$ cat src/rtl/ks_frame_loader.sv
// ---------------------------------------------------------------------------
// ks_frame_loader
//
// Input stage for the "101" sequence-detector experiment. An 8-bit frame Ks
// is assembled one bit per accepted button press. Bit 0 is captured first.
// Each press samples the data switch DIN. After the eighth capture the frame
// is held stable, VALID goes high and DONE pulses for one cycle. The next
// press starts a fresh frame.
//
// Parameters
//   DEB_CYCLES : consecutive differing samples needed to accept a STEP change
//                (>= 2; 1_000_000 is 20 ms at 50 MHz)
//   DEB_W      : debounce counter width, 2**DEB_W > DEB_CYCLES
//
// Ports
//   CLK   in   rising-edge clock
//   RST   in   asynchronous active-low reset
//   DIN   in   raw data switch (asynchronous)
//   STEP  in   raw push button, active-high, bouncing (asynchronous)
//   CLR   in   raw clear switch, active-high (asynchronous, not debounced)
//   Ks    out  assembled frame; bit i comes from press i+1
//   VALID out  high while Ks holds a complete 8-bit frame
//   DONE  out  one-cycle pulse on the cycle VALID rises
//   CNT   out  bits captured in the current frame, 0..8
//   LED   out  position indicator, LED[i] = (i < CNT)
//
// Every output is a flop. No combinational path runs from an input to an
// output.
// ---------------------------------------------------------------------------
module ks_frame_loader #(
  parameter int DEB_CYCLES = 1000000,
  parameter int DEB_W      = 20
) (
  input  logic       CLK,
  input  logic       RST,
  input  logic       DIN,
  input  logic       STEP,
  input  logic       CLR,
  output logic [7:0] Ks,
  output logic       VALID,
  output logic       DONE,
  output logic [3:0] CNT,
  output logic [7:0] LED
);

  // The counter value at which the current differing sample is the
  // DEB_CYCLES-th consecutive one.
  localparam logic [DEB_W-1:0] DEB_LAST = DEB_W'(DEB_CYCLES - 1);

  // One-hot frame state.
  typedef enum logic [2:0] {
    S_EMPTY = 3'b001,
    S_LOAD  = 3'b010,
    S_FULL  = 3'b100
  } state_t;

  // -------------------------------------------------------------------------
  // Two-flop synchronisers. Index 1 is the synchronised output.
  // -------------------------------------------------------------------------
  logic [1:0] din_sync_q,  din_sync_d;
  logic [1:0] step_sync_q, step_sync_d;
  logic [1:0] clr_sync_q,  clr_sync_d;
  logic       din_s, step_s, clr_s;

  always_comb begin
    din_sync_d  = {din_sync_q[0],  DIN};
    step_sync_d = {step_sync_q[0], STEP};
    clr_sync_d  = {clr_sync_q[0],  CLR};
  end

  assign din_s  = din_sync_q[1];
  assign step_s = step_sync_q[1];
  assign clr_s  = clr_sync_q[1];

  // -------------------------------------------------------------------------
  // Debouncer. step_db_q is the accepted level. step_db_dly_q is that level
  // one cycle later and is used for rising-edge detection.
  // -------------------------------------------------------------------------
  logic [DEB_W-1:0] deb_cnt_q, deb_cnt_d;
  logic             step_db_q, step_db_d;
  logic             step_db_dly_q, step_db_dly_d;
  logic             evt;

  // NOTE: every combinational output gets a default value before any branch.
  // Without that, a path that leaves a signal unassigned infers a latch.
  always_comb begin
    deb_cnt_d     = '0;
    step_db_d     = step_db_q;
    step_db_dly_d = step_db_q;
    if (step_s != step_db_q) begin
      if (deb_cnt_q == DEB_LAST) begin
        // This sample is the DEB_CYCLES-th consecutive differing one.
        step_db_d = ~step_db_q;
        deb_cnt_d = '0;
      end else begin
        deb_cnt_d = deb_cnt_q + DEB_W'(1);
      end
    end
  end

  // Fires only on a debounced press. A release never creates an event.
  assign evt = step_db_q & ~step_db_dly_q;

  // -------------------------------------------------------------------------
  // Frame state machine
  // -------------------------------------------------------------------------
  state_t     state_q, state_d;
  logic [7:0] ks_q, ks_d;
  logic [3:0] cnt_q, cnt_d;
  logic       valid_q, valid_d;
  logic       done_q, done_d;
  logic [7:0] led_q, led_d;

  always_comb begin
    state_d = state_q;
    ks_d    = ks_q;
    cnt_d   = cnt_q;
    valid_d = valid_q;
    done_d  = 1'b0;

    if (clr_s) begin
      // Clear wins over a simultaneous event, and that press is dropped.
      state_d = S_EMPTY;
      ks_d    = '0;
      cnt_d   = '0;
      valid_d = 1'b0;
    end else begin
      case (state_q)
        S_EMPTY: begin
          if (evt) begin
            ks_d    = {7'b0, din_s};
            cnt_d   = 4'd1;
            state_d = S_LOAD;
          end
        end
        S_LOAD: begin
          if (evt) begin
            // Positions above cnt_q are still 0, so only one bit is written.
            ks_d[cnt_q[2:0]] = din_s;
            cnt_d            = cnt_q + 4'd1;
            if (cnt_q == 4'd7) begin
              state_d = S_FULL;
              valid_d = 1'b1;
              done_d  = 1'b1;
            end
          end
        end
        S_FULL: begin
          if (evt) begin
            // A new frame starts with no leftover bits from the previous one.
            ks_d    = {7'b0, din_s};
            cnt_d   = 4'd1;
            valid_d = 1'b0;
            state_d = S_LOAD;
          end
        end
        default: begin
          // An illegal one-hot code goes back to a clean empty frame.
          state_d = S_EMPTY;
          ks_d    = '0;
          cnt_d   = '0;
          valid_d = 1'b0;
        end
      endcase
    end

    // The LED bar follows the next count so that it updates on the same edge
    // as CNT.
    for (int i = 0; i < 8; i++) begin
      led_d[i] = (4'(i) < cnt_d);
    end
  end

  // -------------------------------------------------------------------------
  // State registers
  // -------------------------------------------------------------------------
  // NOTE: sequential state uses non-blocking assignments only. All flops then
  // update together, and the order of the statements does not matter.
  always_ff @(posedge CLK or negedge RST) begin
    if (!RST) begin
      din_sync_q    <= '0;
      step_sync_q   <= '0;
      clr_sync_q    <= '0;
      deb_cnt_q     <= '0;
      step_db_q     <= 1'b0;
      step_db_dly_q <= 1'b0;
      state_q       <= S_EMPTY;
      ks_q          <= '0;
      cnt_q         <= '0;
      valid_q       <= 1'b0;
      done_q        <= 1'b0;
      led_q         <= '0;
    end else begin
      din_sync_q    <= din_sync_d;
      step_sync_q   <= step_sync_d;
      clr_sync_q    <= clr_sync_d;
      deb_cnt_q     <= deb_cnt_d;
      step_db_q     <= step_db_d;
      step_db_dly_q <= step_db_dly_d;
      state_q       <= state_d;
      ks_q          <= ks_d;
      cnt_q         <= cnt_d;
      valid_q       <= valid_d;
      done_q        <= done_d;
      led_q         <= led_d;
    end
  end

  assign Ks    = ks_q;
  assign VALID = valid_q;
  assign DONE  = done_q;
  assign CNT   = cnt_q;
  assign LED   = led_q;

endmodule

$ cat config.mk
export PLATFORM = sky130hd
export DESIGN_NAME = ks_frame_loader
export DESIGN_NICKNAME = d
export VERILOG_FILES = /design/src/rtl/ks_frame_loader.sv
export SDC_FILE = /design/constraint.sdc
export NUM_CORES = 1
export LEC_CHECK = 0
export ABC_CLOCK_PERIOD_IN_PS = 1900
export CORE_MARGIN = 2
export CORE_UTILIZATION = 50
export DETAILED_ROUTE_END_ITERATION = 6
export PLACE_DENSITY = 0.76
export SLEW_MARGIN = 20
export SYNTH_ARGS = -nofsm -noshare
export SYNTH_HDL_FRONTEND = slang
export SYNTH_SLANG_ARGS = --single-unit
$ cat constraint.sdc
create_clock -name CLK -period 1.9 [get_ports CLK]
set_input_delay 0.19 -clock CLK [delete_from_list [all_inputs] [get_ports CLK]]
set_output_delay 0.19 -clock CLK [all_outputs]
set_load 0.005 [all_outputs]
Yosys cells after proc, flatten, opt, wreduce, memory -nomap -nowiden
Cells that the tools add are included.
{"block": "classes", "bitwise_logic": 3, "n_eq_ne": 11, "mux": 27, "n_addsub": 2, "reduce_logical": 6, "n_lt_le_gt_ge": 10}
{"op": "$mux 20", "count": 2}
{"op": "$mux 8", "count": 3}
{"op": "$add 20x1->20 const B", "count": 1}
{"op": "$eq 20x20->1 const B", "count": 1}
{"op": "$lt 3x4->1 const A", "count": 4}
{"op": "$pmux 8 s2", "count": 1}
{"op": "$mux 3", "count": 4}
{"op": "$mux 4", "count": 3}
{"op": "$mux 1", "count": 9}
{"op": "$ne 3x3->1 const B", "count": 3}
{"op": "$bwmux 8", "count": 1}
{"op": "$lt 1x4->1 const A", "count": 2}
{"op": "$lt 2x4->1 const A", "count": 2}
{"op": "$pmux 4 s2", "count": 1}
{"op": "$pmux 3 s2", "count": 1}
{"op": "$add 4x1->4 const B", "count": 1}
{"op": "$eq 4x3->1 const B", "count": 1}
{"op": "$lt 3x4->1 const B", "count": 1}
{"op": "$reduce_and 2->1", "count": 2}
{"op": "$reduce_and 4->1", "count": 1}
{"op": "$demux 1 s3", "count": 1}
{"op": "$eq 3x1->1 const B", "count": 1}
{"op": "$eq 3x2->1 const B", "count": 1}
{"op": "$eq 3x3->1 const B", "count": 1}
{"op": "10 further kinds", "count": 11}
{"block": "word_totals", "regBits": 53, "out_inout_bits": 22, "inputBits": 5}

Logic depth before layout (Yosys ltp)
{"block": "depth", "word_depth": 8, "depth_mapped": 8}

Worst setup path after synthesis
Ideal clock, no wire load.
{"block": "synth_path", "path_type": "flip-flop to flip-flop", "startpoint": "register deb_cnt_q[12]", "endpoint": "register step_db_q, in the netlist step_db_dly_d", "setup_time_ps": 125, "synth_period_minus_slack_ps": 1813, "stages_incl_launch_ff": 5, "t_arrival_ps": 1688, "setup_slack_ps": 87, "cell_sequence": "dfrtp_1 > nor4_2 > nand4_2 > or4_4 > mux2_4"}
{"block": "synth_via", "elab_chain_len": 2}
{"element": "start: declaration", "line": "79", "text": "logic [DEB_W-1:0] deb_cnt_q, deb_cnt_d;"}
{"element": "start signal: assignment", "line": "197", "text": "deb_cnt_q <= deb_cnt_d;"}
{"element": "$eq 20x20->1", "line": "91", "text": "if (deb_cnt_q == DEB_LAST) begin"}
{"element": "$reduce_and 2->1 (no source line)"}
{"element": "end signal: assignment", "line": "198", "text": "step_db_q <= step_db_d;"}
{"element": "end: declaration", "line": "80", "text": "logic step_db_q, step_db_d;"}
No other way between the ends.
A chain may end at the register's enable or synchronous reset.

Worst setup path after layout
{"block": "layout_path", "startpoint": "register deb_cnt_q[13]", "endpoint": "register step_db_q, in the netlist step_db_dly_d"}
The elaborated chain is that of the path after synthesis.

==> impl_metrics.toml <==
[die]
floorplan.die.height_um = 75.1
initial_utilization_pct = 52.9
die-area_um2 = 5640
design.portCount = 27
core_um2 = 4790
fp-row-count = 25
fp.dieW_um = 75.1

[global_routing]
grt_overflow = 0
grt_first_pass_wirelength_mm = 8.60
antenna_found_initial = 0
grt_max_degree = 53
groute.usage.overall_pct = 20.2
grt_pass1_vias = 1833

[synthesis]
syn_nets = 253
synth-adder-area-share_pct = 1.48
post_synthesis_instance_total = 245
synth_cell_types = 52
synth-edff-count = 0
synth_area_per_cell_um2 = 10.3
synth_top_family_by_area = "simple AND/OR/NAND/NOR gates"
syn-cell-area_um2 = 2530
seq_area_frac_synth_pct = 51.5
yosys_most_used_dff = "sky130_fd_sc_hd__dfrtp_1"
yosys.area_share.xor_xnor_pct = 5.89
synth_compound_gate_area_share_pct = 14.1
ys_seq_elements = 52
simple_gate_portion_of_the_synthesized_area_pct = 21.2
yosys_warnings = 0
ys_async_sr_fraction_pct = 100
synthMuxAreaShare_pct = 1.38

[clocking]
cts.htree.levels = 2
ctsLongestPathBuffers = 2
cts.sinks = 52
cts_buffers = 5
cts_tree = "yes"
clkTransAtPathRegs_ns = 0.08
clock-root-buffer = "sky130_fd_sc_hd__clkbuf_8"
worst_skew_pair.late_latency_ns = 0.31

[min_path]
worst_hold_path_type = "input port to flip-flop"
whs_path_depth = 1

[flow_run]
maxCapViolations = 0

[layout]
postLayoutCellArea_um2 = 3160
antennaDiodeCount = 0
areaGrowthSynthToFinish_pct = 25.1
finish.cell_count_without_fillers = 360
nets = 301
drive_gt1_share_pct = 16.4

[sta]
final_period_minus_worst_setup_slack_ns = 1.81
slew_headroom_pct = 70.6
drv_slew = 0
period_share_pct = 95.3
tns_ns = 0
holdWs_ns = 0.317
timing.fmax_mhz = 552
unrepaired_setup_endpoints_after_global_routing = "no"
tightestPinTransition_ns = 0.438
fin_skew_ns = 0.00849
finalSetupViolations = 0
hold_violations = 0

[route]
postRouteWirelength_mm = 5.17
detail_route.wl_per_cell_um = 14.4
drt_first_pass_iters = 4
drt-initial-drc-count = 156
remaining_drc_errors = 0
vias_per_cell = 5.44
dr_total_vias = 1957
postRouteAntennaNets = 0

[setup_path]
cp.buffers_inverters = 0
worstSetupStartpointType = "flip-flop"
setup.worst_path.end_class = "flip-flop"
list_of_cells_traversed_by_the_critical_path = "nor4_2, nand4_2, or4_4, mux2_4"
timing.critical_path.max_delay_family = "simple AND/OR/NAND/NOR gates"
cp_num_cells = 4
cp_data_arrival_time_ns = 2.00
reg2reg_depth = 4
crit_path_max_incr_delay_ns = 0.54
critPathSlowestCell = "sky130_fd_sc_hd__or4_4"
timing.setup.critical_path_class = "flip-flop to flip-flop"
timing.critical_path.fanout_max = 4
critical_path_required_ns = 2.09

[place]
port-buffer-count = 26
placedCellCount = 352
placed_cell_area_um2 = 3000
gp_congestion = 0.917
dp_hpwl_mm = 3.73

[power_and_ir_drop]
vdd.ir_drop.worst_mv = 0.609
cellPowerDensity_nw_per_um2 = 657
total_leakage_power_nw = 1.34

[outcome]
run_status = "finished clean"
-- power by group --
group          internal, W   total, W  switching (W)
Combinational    0.0000351  0.0000835      0.0000484
Clock             0.000518   0.000864       0.000346
Sequential         0.00112    0.00113      0.0000114
-- state kept, by name (all words and copies together), names as in the netlist --
signal / flops
CNT: 4
state_q: 3
LED: 7
deb_cnt_q: 20
din_sync_q: 2
VALID: 1
clr_sync_q: 2
step_db_dly_d: 1
Ks: 8
DONE: 1
step_sync_q: 2
step_db_dly_q: 1
-- cell usage in the layout, fill, tap and decap left out, types with 3 or more instances in the layout --
cell                              count
sky130_fd_sc_hd__a21oi_1              9
sky130_fd_sc_hd__a221oi_1             5
sky130_fd_sc_hd__buf_4               20
sky130_fd_sc_hd__clkbuf_8             5
sky130_fd_sc_hd__clkdlybuf4s50_1     25
sky130_fd_sc_hd__dfrtp_1             51
sky130_fd_sc_hd__inv_1               19
sky130_fd_sc_hd__nand2_1             14
sky130_fd_sc_hd__nand2b_1             4
sky130_fd_sc_hd__nand3_1              9
sky130_fd_sc_hd__nand4_1              3
sky130_fd_sc_hd__nor2_1              25
sky130_fd_sc_hd__nor2b_1              6
sky130_fd_sc_hd__nor3_1               6
sky130_fd_sc_hd__nor4_1               4
sky130_fd_sc_hd__o211ai_1             5
sky130_fd_sc_hd__o21ai_0              8
sky130_fd_sc_hd__o22ai_1              3
sky130_fd_sc_hd__o31ai_1              4
sky130_fd_sc_hd__or4_1                3
sky130_fd_sc_hd__xnor2_1             13
sky130_fd_sc_hd__xor2_1               4
-- layout make-up --
type / instances / area, um^2
Tap cell: 67 / 83.8
Fill cell: 390 / 1620
Clock inverter: 2 / 60.1
Timing Repair Buffer: 48 / 435
Clock buffer: 5 / 68.8
Multi-Input combinational cell: 167 / 1140
Sequential cell: 52 / 1300
Inverter: 19 / 71.3
-- logic make-up after synthesis --
| group | after synthesis |
|---|---|
| and+or+nand+nor | 96 |
| DFF | 52 |
| AOI/OAI and AO/OA | 48 |
| buffers and inverters | 26 |
| xor gates and xnor gates | 17 |
| muxes | 3 |
| adders and majority gates | 3 |
-- Yosys cell counts (4+ instances only) --
| cell | instances | area share, % |
|---|---|---|
| sky130_fd_sc_hd__dfrtp_1 | 51 | 50 |
| sky130_fd_sc_hd__nor2_1 | 25 | 3.7 |
| sky130_fd_sc_hd__inv_1 | 19 | 2.8 |
| sky130_fd_sc_hd__nand2_1 | 15 | 2.2 |
| sky130_fd_sc_hd__xnor2_1 | 13 | 4.5 |
| sky130_fd_sc_hd__a21oi_1 | 9 | 1.8 |
| sky130_fd_sc_hd__nand3_1 | 9 | 1.8 |
| sky130_fd_sc_hd__o21ai_0 | 8 | 1.6 |
| sky130_fd_sc_hd__nor2b_1 | 6 | 1.5 |
| sky130_fd_sc_hd__nor3_1 | 6 | 1.2 |
| sky130_fd_sc_hd__a221oi_1 | 5 | 1.7 |
| sky130_fd_sc_hd__o211ai_1 | 5 | 1.5 |
| sky130_fd_sc_hd__o31ai_1 | 5 | 1.5 |
| sky130_fd_sc_hd__buf_2 | 4 | 0.79 |
| sky130_fd_sc_hd__nand2b_1 | 4 | 0.99 |
| sky130_fd_sc_hd__nor4_1 | 4 | 0.99 |
| sky130_fd_sc_hd__xor2_1 | 4 | 1.4 |
-- path summary, 6_finish.rpt --
path,from,endpoint,slack [ns]
min reg2reg,din_sync_q[0],din_sync_q[1],0.36
min,STEP,step_sync_q[0],0.32
max in group asynchronous,RST,state_q[0],1.24
max reg2reg,deb_cnt_q[13],step_db_dly_d,0.09
max,deb_cnt_q[13],step_db_dly_d,0.09
min in group asynchronous,RST,VALID,0.40
-- stage by stage --
| stage | utilization [%] | total power (W) | worst slack, ns |
|---|---|---|---|
| 2_1_floorplan | - | 0.00118 | 0.0872 |
| 3_3_place_gp | 62.6 | 0.00123 | 0.0944 |
| 3_5_place_dp | 62.6 | 0.00123 | 0.0922 |
| 4_1_cts | 65.5 | 0.00210 | 0.0640 |
| 5_1_grt | 66.1 | 0.00215 | 0.00163 |
| 6_report | 66.1 | 0.00208 | 0.0898 |
-- routing by layer --
metal / vias to the layer above / GRT usage [%] / share of wire (%) / wire, um
met5: - / 0 / 0 / 0
met4: 0 / 7.80 / 1.1 / 59
met3: 6 / 4.82 / 4.7 / 245
met2: 48 / 31.8 / 47 / 2450
met1: 935 / 27.4 / 47 / 2420
li1: 968 / - / - / -
-- repair_timing --
item                                   4_1_cts  5_1_grt
endpoints found under the hold margin       51        0
buffers inserted                             0        0
hold buffers                                 1        0
resized for setup                            0        5
setup endpoints to repair                    0        4
No activity file was read; power rests on OpenSTA's default activity.
==> variant: new RTL, config.mk and constraints unchanged <==
Register the inputs `DIN`, `STEP` and `CLR` before use. The logic sees them one clock later. Comments in the files are not updated.
--- a/src/rtl/ks_frame_loader.sv
+++ b/src/rtl/ks_frame_loader.sv
@@ -55,4 +55,14 @@
   } state_t;
 
+  logic DIN_q;
+  logic STEP_q;
+  logic CLR_q;
+
+  always_ff @(posedge CLK) begin
+    DIN_q  <= DIN;
+    STEP_q <= STEP;
+    CLR_q  <= CLR;
+  end
+
   // -------------------------------------------------------------------------
   // Two-flop synchronisers. Index 1 is the synchronised output.
@@ -64,7 +74,7 @@
 
   always_comb begin
-    din_sync_d  = {din_sync_q[0],  DIN};
-    step_sync_d = {step_sync_q[0], STEP};
-    clr_sync_d  = {clr_sync_q[0],  CLR};
+    din_sync_d  = {din_sync_q[0],  DIN_q};
+    step_sync_d = {step_sync_q[0], STEP_q};
+    clr_sync_d  = {clr_sync_q[0],  CLR_q};
   end
 
Check against the original RTL: same outputs for any inputs over 10 cycles, from zero or initial values and one cycle with RST low; that may be too few to reach the edited logic, so the function may still have changed.
==> variant against the unedited design <==
Worst setup slack lost 0.022 ns; largest power group unchanged; power fell by 1.1%; synthesized area is 0.15% higher; largest cell class unchanged; sequential cell count grew 3; maximum frequency shrank 1.2%; routed wire length down 7.9%; final area fell by 0.99%.
==> variant: results (changes against the unedited design) <==
via_count: 1923  # -1.7%
grtUsageMet2_pct: 30.2  # -1.6 points
wl_met1_mm: 2.27  # -6.3%
p_clk_share_pct: 38.2  # -3.4 points
dp_cells: 339  # -3.7%
synth_common_cells: "51 x dfrtp_1, 29 x nor2_1, 12 x nand2_1, 11 x xnor2_1"
grt_pass1_vias: 1776  # -3.1%
synthArstFlopShare_pct: 94.5  # -5.5 points
status: "completed"
vdd_drop_max_v: 0.000534  # -12%
finClkSkew_ns: 0.0147  # +0.00621 ns
leakagePower_nw: 1.29  # -3.5%
grt_pass1_wl_mm: 7.95  # -7.6%
r2r_cells: 5  # +1
gp_congestion: 0.832  # -9.3%
grt_util_met3_pct: 4.28  # -0.54 points
use_met1_pct: 24.4  # -3.0 points
grt_start_max_net_pins: 31  # -42%
min_to: "STEP_q"
via_per_inst: 5.53  # +1.7%
cp_max_fo: 8  # +4
crit_slowest_cell: "dfrtp_1"
crit_end: "state_q[1]"
p_comb_share_pct: 3.5  # -0.5 points
placed_cell_area_sq_um: 2970  # -0.92%
post_synth.cell_area_avg_sq_um: 10.6  # +3.1%
p_sw_mw: 0.417  # +2.8%
drtIter0Drc: 123  # -21%
[variant: kinds of logic after synthesis]
family	Yosys count	synth area share, %
DFF	55	53.8
muxes	4	1.68
and+or+nand+nor	97	21.5
AOI/OAI and AO/OA	43	12.1
xor gates and xnor gates	19	6.57
buffers and inverters	17	2.81
adders and majority gates	3	1.48
[variant: area by class of cell]
cell class                      instances  area, sq um  area share (%)
Clock buffer                            6         82.6            2.64
Inverter                               10         37.5            1.20
Sequential cell                        55         1360            43.5
Clock inverter                          2         35.0            1.12
Timing Repair Buffer                   42          390            12.5
Tap cell                               67         83.8            2.68
Multi-Input combinational cell        166         1140            36.4
[variant: metrics by stage]
stage               hold slack [ns]  TNS [ns]  setup WS (ns)  total power [mW]
floorplan                    -0.106         0          0.162              1.25
global route                  0.315  -0.00331       -0.00331              2.13
CTS                           0.320         0         0.0456              2.08
detailed placement            0.190         0         0.0829              1.29
finish                        0.329         0         0.0678              2.05
global placement              0.186         0          0.132              1.29
